$ cat src/rtl/gray_step_monitor_pkg.sv
// Shared types and helpers for the Gray step monitor: FSM states, 7-segment patterns, Gray decode.
package gray_mon_pkg;

  typedef enum logic [1:0] {
    INIT  = 2'd0,
    TRACK = 2'd1,
    FAULT = 2'd2
  } state_t;

  // Active-low segment patterns, bit order {g,f,e,d,c,b,a}
  localparam logic [6:0] SEG_0 = 7'b1000000;
  localparam logic [6:0] SEG_1 = 7'b1111001;
  localparam logic [6:0] SEG_2 = 7'b0100100;
  localparam logic [6:0] SEG_3 = 7'b0110000;
  localparam logic [6:0] SEG_4 = 7'b0011001;
  localparam logic [6:0] SEG_5 = 7'b0010010;
  localparam logic [6:0] SEG_6 = 7'b0000010;
  localparam logic [6:0] SEG_7 = 7'b1111000;

  function automatic logic [2:0] gray2bin(input logic [2:0] g);
    return {g[2], g[2] ^ g[1], g[2] ^ g[1] ^ g[0]};
  endfunction

  function automatic logic [6:0] seg7_pattern(input logic [2:0] v);
    logic [6:0] p;
    case (v)
      3'd0:    p = SEG_0;
      3'd1:    p = SEG_1;
      3'd2:    p = SEG_2;
      3'd3:    p = SEG_3;
      3'd4:    p = SEG_4;
      3'd5:    p = SEG_5;
      3'd6:    p = SEG_6;
      default: p = SEG_7;
    endcase
    return p;
  endfunction

endpackage

$ cat src/rtl/gray_step_monitor_if.sv
// Gray input and decoded/step outputs of the monitor; seg_n exists only with GRAY_MON_SEG7_EN.
interface gray_step_monitor_if;
  logic [2:0] gray_in;
  logic [2:0] bin_out;
  logic       step_valid;
  logic       dir_up;
  logic [7:0] position;
  logic       err_flag;
`ifdef GRAY_MON_SEG7_EN
  logic [6:0] seg_n;

  modport master (output gray_in,
                  input  bin_out, step_valid, dir_up, position, err_flag, seg_n);
  modport slave  (input  gray_in,
                  output bin_out, step_valid, dir_up, position, err_flag, seg_n);
`else
  modport master (output gray_in,
                  input  bin_out, step_valid, dir_up, position, err_flag);
  modport slave  (input  gray_in,
                  output bin_out, step_valid, dir_up, position, err_flag);
`endif
endinterface

$ cat src/rtl/gray_sync2.sv
// 3-bit two-flop synchronizer for the asynchronous Gray word; 2-cycle latency, no backpressure.
module gray_sync2 (
  input  logic       clk,
  input  logic       async_reset,
  input  logic [2:0] d,
  output logic [2:0] q
);

  logic [2:0] s1_q, s1_d;
  logic [2:0] s2_q, s2_d;

  always_comb begin
    s1_d = d;
    s2_d = s1_q;
  end

  always_ff @(posedge clk or posedge async_reset) begin
    if (async_reset) begin
      s1_q <= 3'b000;
      s2_q <= 3'b000;
    end else begin
      s1_q <= s1_d;
      s2_q <= s2_d;
    end
  end

  assign q = s2_q;

endmodule

$ cat src/rtl/gray_step_monitor.sv
// Classifies Gray-code changes as up/down steps or illegal jumps; outputs move 3 edges after input, no backpressure.
// Optional registered 7-segment digit when GRAY_MON_SEG7_EN is defined.
module gray_step_monitor
  import gray_mon_pkg::*;
(
  input  logic               clk,
  input  logic               async_reset,
  input  logic               sync_clear,
  gray_step_monitor_if.slave mon
);

  logic [2:0] g_s;
  logic [2:0] b;

  gray_sync2 u_sync (
    .clk         (clk),
    .async_reset (async_reset),
    .d           (mon.gray_in),
    .q           (g_s)
  );

  assign b = gray2bin(g_s);

  state_t     state_q, state_d;
  logic [2:0] prev_b_q, prev_b_d;
  logic [2:0] bin_out_q, bin_out_d;
  logic       step_valid_q, step_valid_d;
  logic       dir_up_q, dir_up_d;
  logic [7:0] position_q, position_d;
  logic       err_flag_q, err_flag_d;
  logic [2:0] up_b, dn_b;

  always_comb begin
    state_d      = state_q;
    prev_b_d     = prev_b_q;
    bin_out_d    = bin_out_q;
    step_valid_d = 1'b0;
    dir_up_d     = dir_up_q;
    position_d   = position_q;
    err_flag_d   = err_flag_q;
    up_b         = prev_b_q + 3'd1;
    dn_b         = prev_b_q - 3'd1;

    // A clear discards any step seen in the same cycle; INIT re-seeds prev_b next edge
    if (sync_clear) begin
      state_d    = INIT;
      position_d = 8'h00;
      err_flag_d = 1'b0;
    end else begin
      case (state_q)
        INIT: begin
          prev_b_d  = b;
          bin_out_d = b;
          state_d   = TRACK;
        end
        TRACK: begin
          if (b != prev_b_q) begin
            prev_b_d  = b;
            bin_out_d = b;
            if (b == up_b) begin
              step_valid_d = 1'b1;
              dir_up_d     = 1'b1;
              position_d   = position_q + 8'd1;
            end else if (b == dn_b) begin
              step_valid_d = 1'b1;
              dir_up_d     = 1'b0;
              position_d   = position_q - 8'd1;
            end else begin
              err_flag_d = 1'b1;
              state_d    = FAULT;
            end
          end
        end
        FAULT: begin
          prev_b_d  = b;
          bin_out_d = b;
        end
        default: state_d = INIT;
      endcase
    end
  end

  always_ff @(posedge clk or posedge async_reset) begin
    if (async_reset) begin
      state_q      <= INIT;
      prev_b_q     <= 3'b000;
      bin_out_q    <= 3'b000;
      step_valid_q <= 1'b0;
      dir_up_q     <= 1'b1;
      position_q   <= 8'h00;
      err_flag_q   <= 1'b0;
    end else begin
      state_q      <= state_d;
      prev_b_q     <= prev_b_d;
      bin_out_q    <= bin_out_d;
      step_valid_q <= step_valid_d;
      dir_up_q     <= dir_up_d;
      position_q   <= position_d;
      err_flag_q   <= err_flag_d;
    end
  end

  assign mon.bin_out    = bin_out_q;
  assign mon.step_valid = step_valid_q;
  assign mon.dir_up     = dir_up_q;
  assign mon.position   = position_q;
  assign mon.err_flag   = err_flag_q;

`ifdef GRAY_MON_SEG7_EN
  logic [6:0] seg_q, seg_d;

  // Decoded from bin_out_d so the digit changes on the same edge as bin_out
  always_comb begin
    seg_d = seg7_pattern(bin_out_d);
  end

  always_ff @(posedge clk or posedge async_reset) begin
    if (async_reset) seg_q <= SEG_0;
    else             seg_q <= seg_d;
  end

  assign mon.seg_n = seg_q;
`endif

endmodule
$ cat src/flat_wrapper.sv
// flat-port wrapper written by rule: the top's interface ports become plain ports
module gray_step_monitor_flat import gray_mon_pkg::*;
  (clk, async_reset, sync_clear, mon_gray_in, mon_bin_out, mon_step_valid, mon_dir_up, mon_position, mon_err_flag);
  gray_step_monitor_if mon_i ();
  input  logic clk;
  input  logic async_reset;
  input  logic sync_clear;
  input wire logic [$bits(mon_i.gray_in)-1:0] mon_gray_in;
  output wire logic [$bits(mon_i.bin_out)-1:0] mon_bin_out;
  output wire logic [$bits(mon_i.step_valid)-1:0] mon_step_valid;
  output wire logic [$bits(mon_i.dir_up)-1:0] mon_dir_up;
  output wire logic [$bits(mon_i.position)-1:0] mon_position;
  output wire logic [$bits(mon_i.err_flag)-1:0] mon_err_flag;
  assign mon_i.gray_in = mon_gray_in;
  assign mon_bin_out = mon_i.bin_out;
  assign mon_step_valid = mon_i.step_valid;
  assign mon_dir_up = mon_i.dir_up;
  assign mon_position = mon_i.position;
  assign mon_err_flag = mon_i.err_flag;
  gray_step_monitor u_core (.clk(clk), .async_reset(async_reset), .sync_clear(sync_clear), .mon(mon_i));
endmodule
$ cat config.mk
export PLATFORM = sky130hd
export DESIGN_NAME = gray_step_monitor_flat
export DESIGN_NICKNAME = d
export VERILOG_FILES = /design/src/rtl/gray_step_monitor_pkg.sv /design/src/rtl/gray_step_monitor_if.sv /design/src/rtl/gray_sync2.sv /design/src/rtl/gray_step_monitor.sv /design/src/flat_wrapper.sv
export SDC_FILE = /design/constraint.sdc
export NUM_CORES = 1
export LEC_CHECK = 0
export CAP_MARGIN = 10
export CELL_PAD_IN_SITES_DETAIL_PLACEMENT = 2
export CELL_PAD_IN_SITES_GLOBAL_PLACEMENT = 2
export CORE_MARGIN = 4
export CORE_UTILIZATION = 25
export DETAILED_ROUTE_END_ITERATION = 10
export PLACE_DENSITY = 0.66
export SETUP_SLACK_MARGIN = 0.05
export SLEW_MARGIN = 20
export SYNTH_ARGS = -nofsm -noshare
export SYNTH_HDL_FRONTEND = slang
export SYNTH_SLANG_ARGS = --single-unit
$ cat constraint.sdc
create_clock -name clk -period 3.92 [get_ports clk]
set_input_delay 0.784 -clock clk [delete_from_list [all_inputs] [get_ports clk]]
set_output_delay 0.784 -clock clk [all_outputs]
set_load 0.02 [all_outputs]
# ---- Word level (Yosys, flattened, before mapping)
# Index checks and enable logic that the tools add are counted.
dict set report op_classes {
  n_mux 24
  bitwise 3
  n_reduce_logical 12
  add_sub_neg 4
  n_eq_ne 12
}
# op n
set ops {}
lappend ops {{two-way mux 8 bit} 5}
lappend ops {{two-way mux 1 bit} 12}
lappend ops {{AND reduction 4 bit} 3}
lappend ops {{adder 8 x 1 -> 8 bit, second input constant} 1}
lappend ops {{two-way mux 2 bit} 4}
lappend ops {{nonzero test 2 bit} 4}
lappend ops {{subtractor 8 x 1 -> 8 bit, second input constant} 1}
lappend ops {{equality test 3 bit} 2}
lappend ops {{inequality test 2 bit, second input constant} 3}
lappend ops {{inequality test 3 bit, second input constant} 2}
lappend ops {{one-hot mux 2 bit (3 select lines)} 1}
lappend ops {{one-hot mux 3 bit (2 select lines)} 1}
lappend ops {{AND reduction 3 bit} 2}
lappend ops {{adder 3 x 1 -> 3 bit, second input constant} 1}
lappend ops {{two-way mux 3 bit} 1}
lappend ops {{inequality test 3 x 2 -> 1 bit, second input constant} 1}
lappend ops {{inequality test 3 bit} 1}
lappend ops {{nonzero test 3 bit} 1}
lappend ops {{subtractor 3 x 1 -> 3 bit, second input constant} 1}
lappend ops {{equality test 2 x 1 -> 1 bit, second input constant} 1}
lappend ops {{equality test 2 bit, second input constant} 1}
lappend ops {{zero test 2 bit} 1}
lappend ops {{inequality test 2 x 1 -> 1 bit, second input constant} 1}
lappend ops {{OR reduction 2 bit} 1}
lappend ops {{other kinds (2)} 3}
dict set report totals {
  output_inout_bits 14
  regBits 22
}

# ---- Longest topological paths before layout
# Gate-level depths: netlist of the first run.
dict set report depth {
  depth_word 8
  mapped_depth 13
}

# ---- Hierarchy
# From an unflattened synthesis of the first run, not the netlist that was laid out.
dict set report hier_totals {
  cells_unflattened 151
  area_unflattened_um2 1542.7
}
# module area_per_inst_um2 cells_per_inst instances
set by_module_without_submodules {}
lappend by_module_without_submodules {gray_step_monitor 1388.8 144 1}
lappend by_module_without_submodules {gray_sync2 153.9 7 1}

# ---- Worst setup path before layout of the first run
# Ideal clock, no wire load.
dict set report synth_path {
  kind {flip-flop to flip-flop}
  start {register u_core.prev_b_q[0]}
  end {register u_core.position_q[6], in the netlist u_core.mon.position[6]}
  t_arrival_ps 3225
  n_path_buf 0
  required_ps 3798
  path_slack_ps 574
  stages_incl_launch_ff 14
  synth_period_minus_slack_ps 3346
  cell_sequence {dfrtp_1 -> inv_1 -> ha_1 -> xor2_1 -> or3_1 -> a21boi_4 -> inv_1 -> ha_1 -> nor2b_1 -> o21ai_0 -> a21boi_0 -> o21a_1 -> or3_1 -> a32o_1}
}
dict set report synth_between {
  elab_chain_cells 6
  elab_cells_between_ends 12
  cone_classes {add/sub (2); eq/ne (3); mux (4); reduce/logical (3)}
}
# item line_no
set synth_rtl {}
lappend synth_rtl {{start: declaration} gray_step_monitor.sv:25} ;# logic [2:0] prev_b_q, prev_b_d;
lappend synth_rtl {{start signal: assignment} gray_step_monitor.sv:94} ;# prev_b_q <= prev_b_d;
lappend synth_rtl {{adder 3 x 1 -> 3 bit} gray_step_monitor.sv:41} ;# up_b = prev_b_q + 3'd1;
lappend synth_rtl {{equality test 3 bit} gray_step_monitor.sv:60} ;# if (b == up_b) begin
lappend synth_rtl {{two-way mux 8 bit} gray_step_monitor.sv:60}
lappend synth_rtl {{two-way mux 8 bit} gray_step_monitor.sv:57} ;# if (b != prev_b_q) begin
lappend synth_rtl {{two-way mux 8 bit} gray_step_monitor.sv:50} ;# case (state_q)
lappend synth_rtl {{two-way mux 8 bit} gray_step_monitor.sv:45} ;# if (sync_clear) begin
lappend synth_rtl {{end signal: assignment} gray_step_monitor.sv:98} ;# position_q <= position_d;
lappend synth_rtl {{end: declaration} gray_step_monitor.sv:29} ;# logic [7:0] position_q, position_d;
# Several ways; a longest one is shown, not always the timed one. The select of a mux whose other input is x is not followed.
# A chain may end at the register's enable or synchronous reset.

# ---- Worst setup path in the final report of the first run
dict set report layout_path {
  start {register u_core.prev_b_q[1]}
  end {register u_core.position_q[6], in the netlist u_core.mon.position[6]}
}
# Same word-level chain as after synthesis.

==> results.toml, run 1 <==
[synth]
syn-mean-instance-area_um2 = 10.2
unique_masters_post_synth = 36
synth-warning-count = 0
yosys_register_bits = 22
netlist_instances = 125
synth-seq-area-share = 0.433
synth_area_um2 = 1270
mappedNetlistNets = 140

[sta]
transition_time_of_the_tightest_slew_check_pin_ns = 0.894
final_hold_viol_count = 0
maxSlewViolCount = 0
period_needed_ns = 3.56
highest_clock_rate_mhz = 281
setup_repair_after_global_routing_missed_its_margin = "false"
fin_skew_ns = 0.00425
setup-tns-final_ns = 0
whs_ns = 0.359
max_slew_headroom = 0.403
finalCritPeriodShare = 0.907
setup-violations-final = 0

[setup_path]
critical_path_peak_fanout = 7
critical-path-max-stage-delay_ns = 0.43
setup.worst_path.start_class = "flop"
path_cells = "inv_1 -> ha_1 -> xor2_1 -> or3_1 -> a21boi_4 -> inv_1 -> ha_1 -> nor2b_1 -> o21ai_1 -> a21boi_0 -> o21a_1 -> or3_1 -> a32o_1"
r2r_slack_ns = 0.36
critical_path_data_required_time_ns = 4.08
timing.critical_path.to_type = "flop"
timing.setup.critical_path_class = "reg2reg"
data_arrival_critical_path_ns = 3.72
crit_path_top_delay_cell = "dfrtp_1"

[floorplanning]
dieWidth_um = 79.4
top_ports = 20
coreArea_um2 = 4820
die-area_um2 = 6300
die_height_um = 79.4
initial_core_util = 0.264
row_count = 25

[layout]
multi_input_comb_area_um2 = 661
share_of_the_core_filled_with_cells_in_the_final_layout = 0.332
diodes = 0
area_growth_pct = 25.5
finish.instance_area_um2 = 1600
final_nets = 161
ff_latch_area_um2 = 552
nFillCells = 548
fraction_of_layout_instances_using_a_drive_strength_above_1 = 0.0690

[placed_design]
gp_congestion = 0.708
placedInstanceArea_um2 = 1530
dp_hpwl_um = 2540
portBuffers = 19

[route]
wl_um = 3290
route.vias.total = 1026
detail-route-antenna-nets = 0
post_drt_via_cell_ratio = 4.84
detail_route.wl_per_cell_um = 15.5
drt_iter0_markers = 32
route.detailed.drc = 0
drt_pre_antenna_iters = 2

[global_route]
antenna_found_initial = 0
via_count_of_the_first_global_routing_pass = 1173
remaining_overflow_grt = 0
global_route.usage.total = 0.116
grt_pass1_wl_um = 5740
pin_count_of_the_biggest_net_entering_global_routing = 23

[power_and_ir_drop]
vdd_drop_max_uv = 301
power_density_nw_per_um2 = 790
leakagePower_nw = 0.675

[clock_network]
clk-insertion-delay-late_ns = 0.27
cts-htree-levels = 1
clock_path_buffers = 2
clock_sink_count = 22
clock_tree.root_cell = "clkbuf_8"
tritoncts = "yes"
cts_inserted_buffers = 3
worst_setup_hold_path_clk_slew_ns = 0.09

[worst_hold_path]
worstHoldPathType = "reg2reg"

[job]
max-cap-violations = 0

[outcome]
run_status = "complete, no violations"
## worst max-delay path, delay by kind of cell (launching register included)
| kind | cells | cell delay [ns] |
|---|---|---|
| AOI/OAI and AO/OA | 5 | 1.02 |
| adders and majority gates | 2 | 0.67 |
| xor gates and xnor gates | 1 | 0.20 |
| buffers and inverters | 2 | 0.26 |
| and+or+nand+nor | 3 | 0.87 |
| DFF | 1 | 0.43 |
## worst paths after layout
check                                    endpoint                  start  cells past startpoint
max in group asynchronous  u_core.mon.position[7]            async_reset                      2
hold / removal                 u_core.u_sync.q[2]  u_core.u_sync.s1_q[2]                      0
setup / recovery           u_core.mon.position[6]     u_core.prev_b_q[1]                     13
setup reg to reg           u_core.mon.position[6]     u_core.prev_b_q[1]                     13
min in group asynchronous   u_core.u_sync.s1_q[2]            async_reset                      2
hold reg to reg                u_core.u_sync.q[2]  u_core.u_sync.s1_q[2]                      0
## through the flow
| step | setup WS [ns] | total power (W) | instances |
|---|---|---|---|
| floorplan | 0.574 | 0.000832 | 125 |
| global placement | 0.518 | 0.00101 | 208 |
| detailed placement | 0.309 | 0.00105 | 208 |
| CTS | 0.197 | 0.00128 | 212 |
| global route | 0.111 | 0.00138 | 212 |
| finish | 0.363 | 0.00126 | 212 |
## registers in the layout, indices dropped and copies added, names as in the netlist
signal,count
u_core.mon.err_flag,1
u_core.prev_b_q,3
u_core.state_q,2
u_core.mon.step_valid,1
u_core.u_sync.q,3
u_core.mon.dir_up,1
u_core.mon.position,8
u_core.u_sync.s1_q,3
## cell usage after synthesis, drive strengths merged
cell,n,area (um^2)
a211oi,4,30.0
a21boi,3,33.8
a21o,1,7.51
a21oi,4,20.0
a22o,3,26.3
a31o,1,8.76
a32o,1,10.0
buf,2,16.3
clkbuf,1,3.75
dfrtp,21,526
dfstp,1,26.3
fa,1,20.0
ha,8,100
inv,11,41.3
mux2,2,22.5
mux2i,2,20.0
nand2,6,22.5
nand2b,4,25.0
nand3,2,10.0
nor2,11,41.3
nor2b,1,6.26
nor3,1,5.00
o2111a,1,11.3
o2111ai,1,8.76
o211ai,1,7.51
o21a,3,22.5
o21ai,8,40.0
o22ai,4,25.0
or2b,1,7.51
or3,4,25.0
xnor2,8,77.6
xor2,3,26.3
## metal layers
| metal | part of all wire | global-route usage |
|---|---|---|
| met3 | 0.017 | 0.0135 |
| met2 | 0.52 | 0.212 |
| met1 | 0.45 | 0.137 |
| met5 | 0 | 0 |
| met4 | 0.012 | 0.0464 |
## cells in the final DEF (no fill, tap or decap), drive strengths merged
cell,synthesis,layout
nor3,1,1
nand2,6,6
o22ai,4,4
or2b,1,1
a31o,1,1
nand3,2,2
a22o,3,3
a21o,1,1
xor2,3,3
bufinv,0,1
dfrtp,21,21
o2111ai,1,1
a21boi,3,3
mux2,2,2
nor2b,1,1
nor2,11,11
nand2b,4,4
a32o,1,1
o211ai,1,1
o2111a,1,1
o21ai,8,8
xnor2,8,8
clkdlybuf4s50,0,19
o21a,3,3
ha,8,8
a211oi,4,4
fa,1,1
clkbuf,1,3
or3,4,4
inv,11,11
mux2i,2,2
dfstp,1,1
a21oi,4,4
## power by group
group,switching (W),internal [W]
Combinational,0.000382,0.000317
Sequential,0.0000606,0.000286
Clock,0.0000812,0.000136
## repair_timing
item | 4_1_cts | 5_1_grt
buffers inserted | 0 | 0
gates resized for setup | 0 | 1
setup endpoints to repair | 0 | 1
hold buffers | 0 | 0
## cell families after synthesis
kind of cell,Yosys count,share of synthesized area
AO/OA/AOI/OAI,35,0.197
AND/OR/NAND/NOR,30,0.112
flip-flops,22,0.433
buffers and inverters,14,0.0481
XOR/XNOR,11,0.0815
adder cells (fa/ha/maj),9,0.0943
multiplexers,4,0.0334
## area by class of cell
type                            count  share of cell area
Clock buffer                        3              0.0258
Clock inverter                      1              0.0188
Inverter                           11              0.0258
Multi-Input combinational cell     89               0.413
Sequential cell                    22               0.345
Tap cell                           67              0.0524
Timing Repair Buffer               19               0.119
(Power assumes the default switching activity.)
==> inputs of run 2 (changes only) <==
- GPL_ROUTABILITY_DRIVEN: not set -> 0
==> results of run 2 <==
No change in the layout: final DEF, timing and power equal those of run 1.
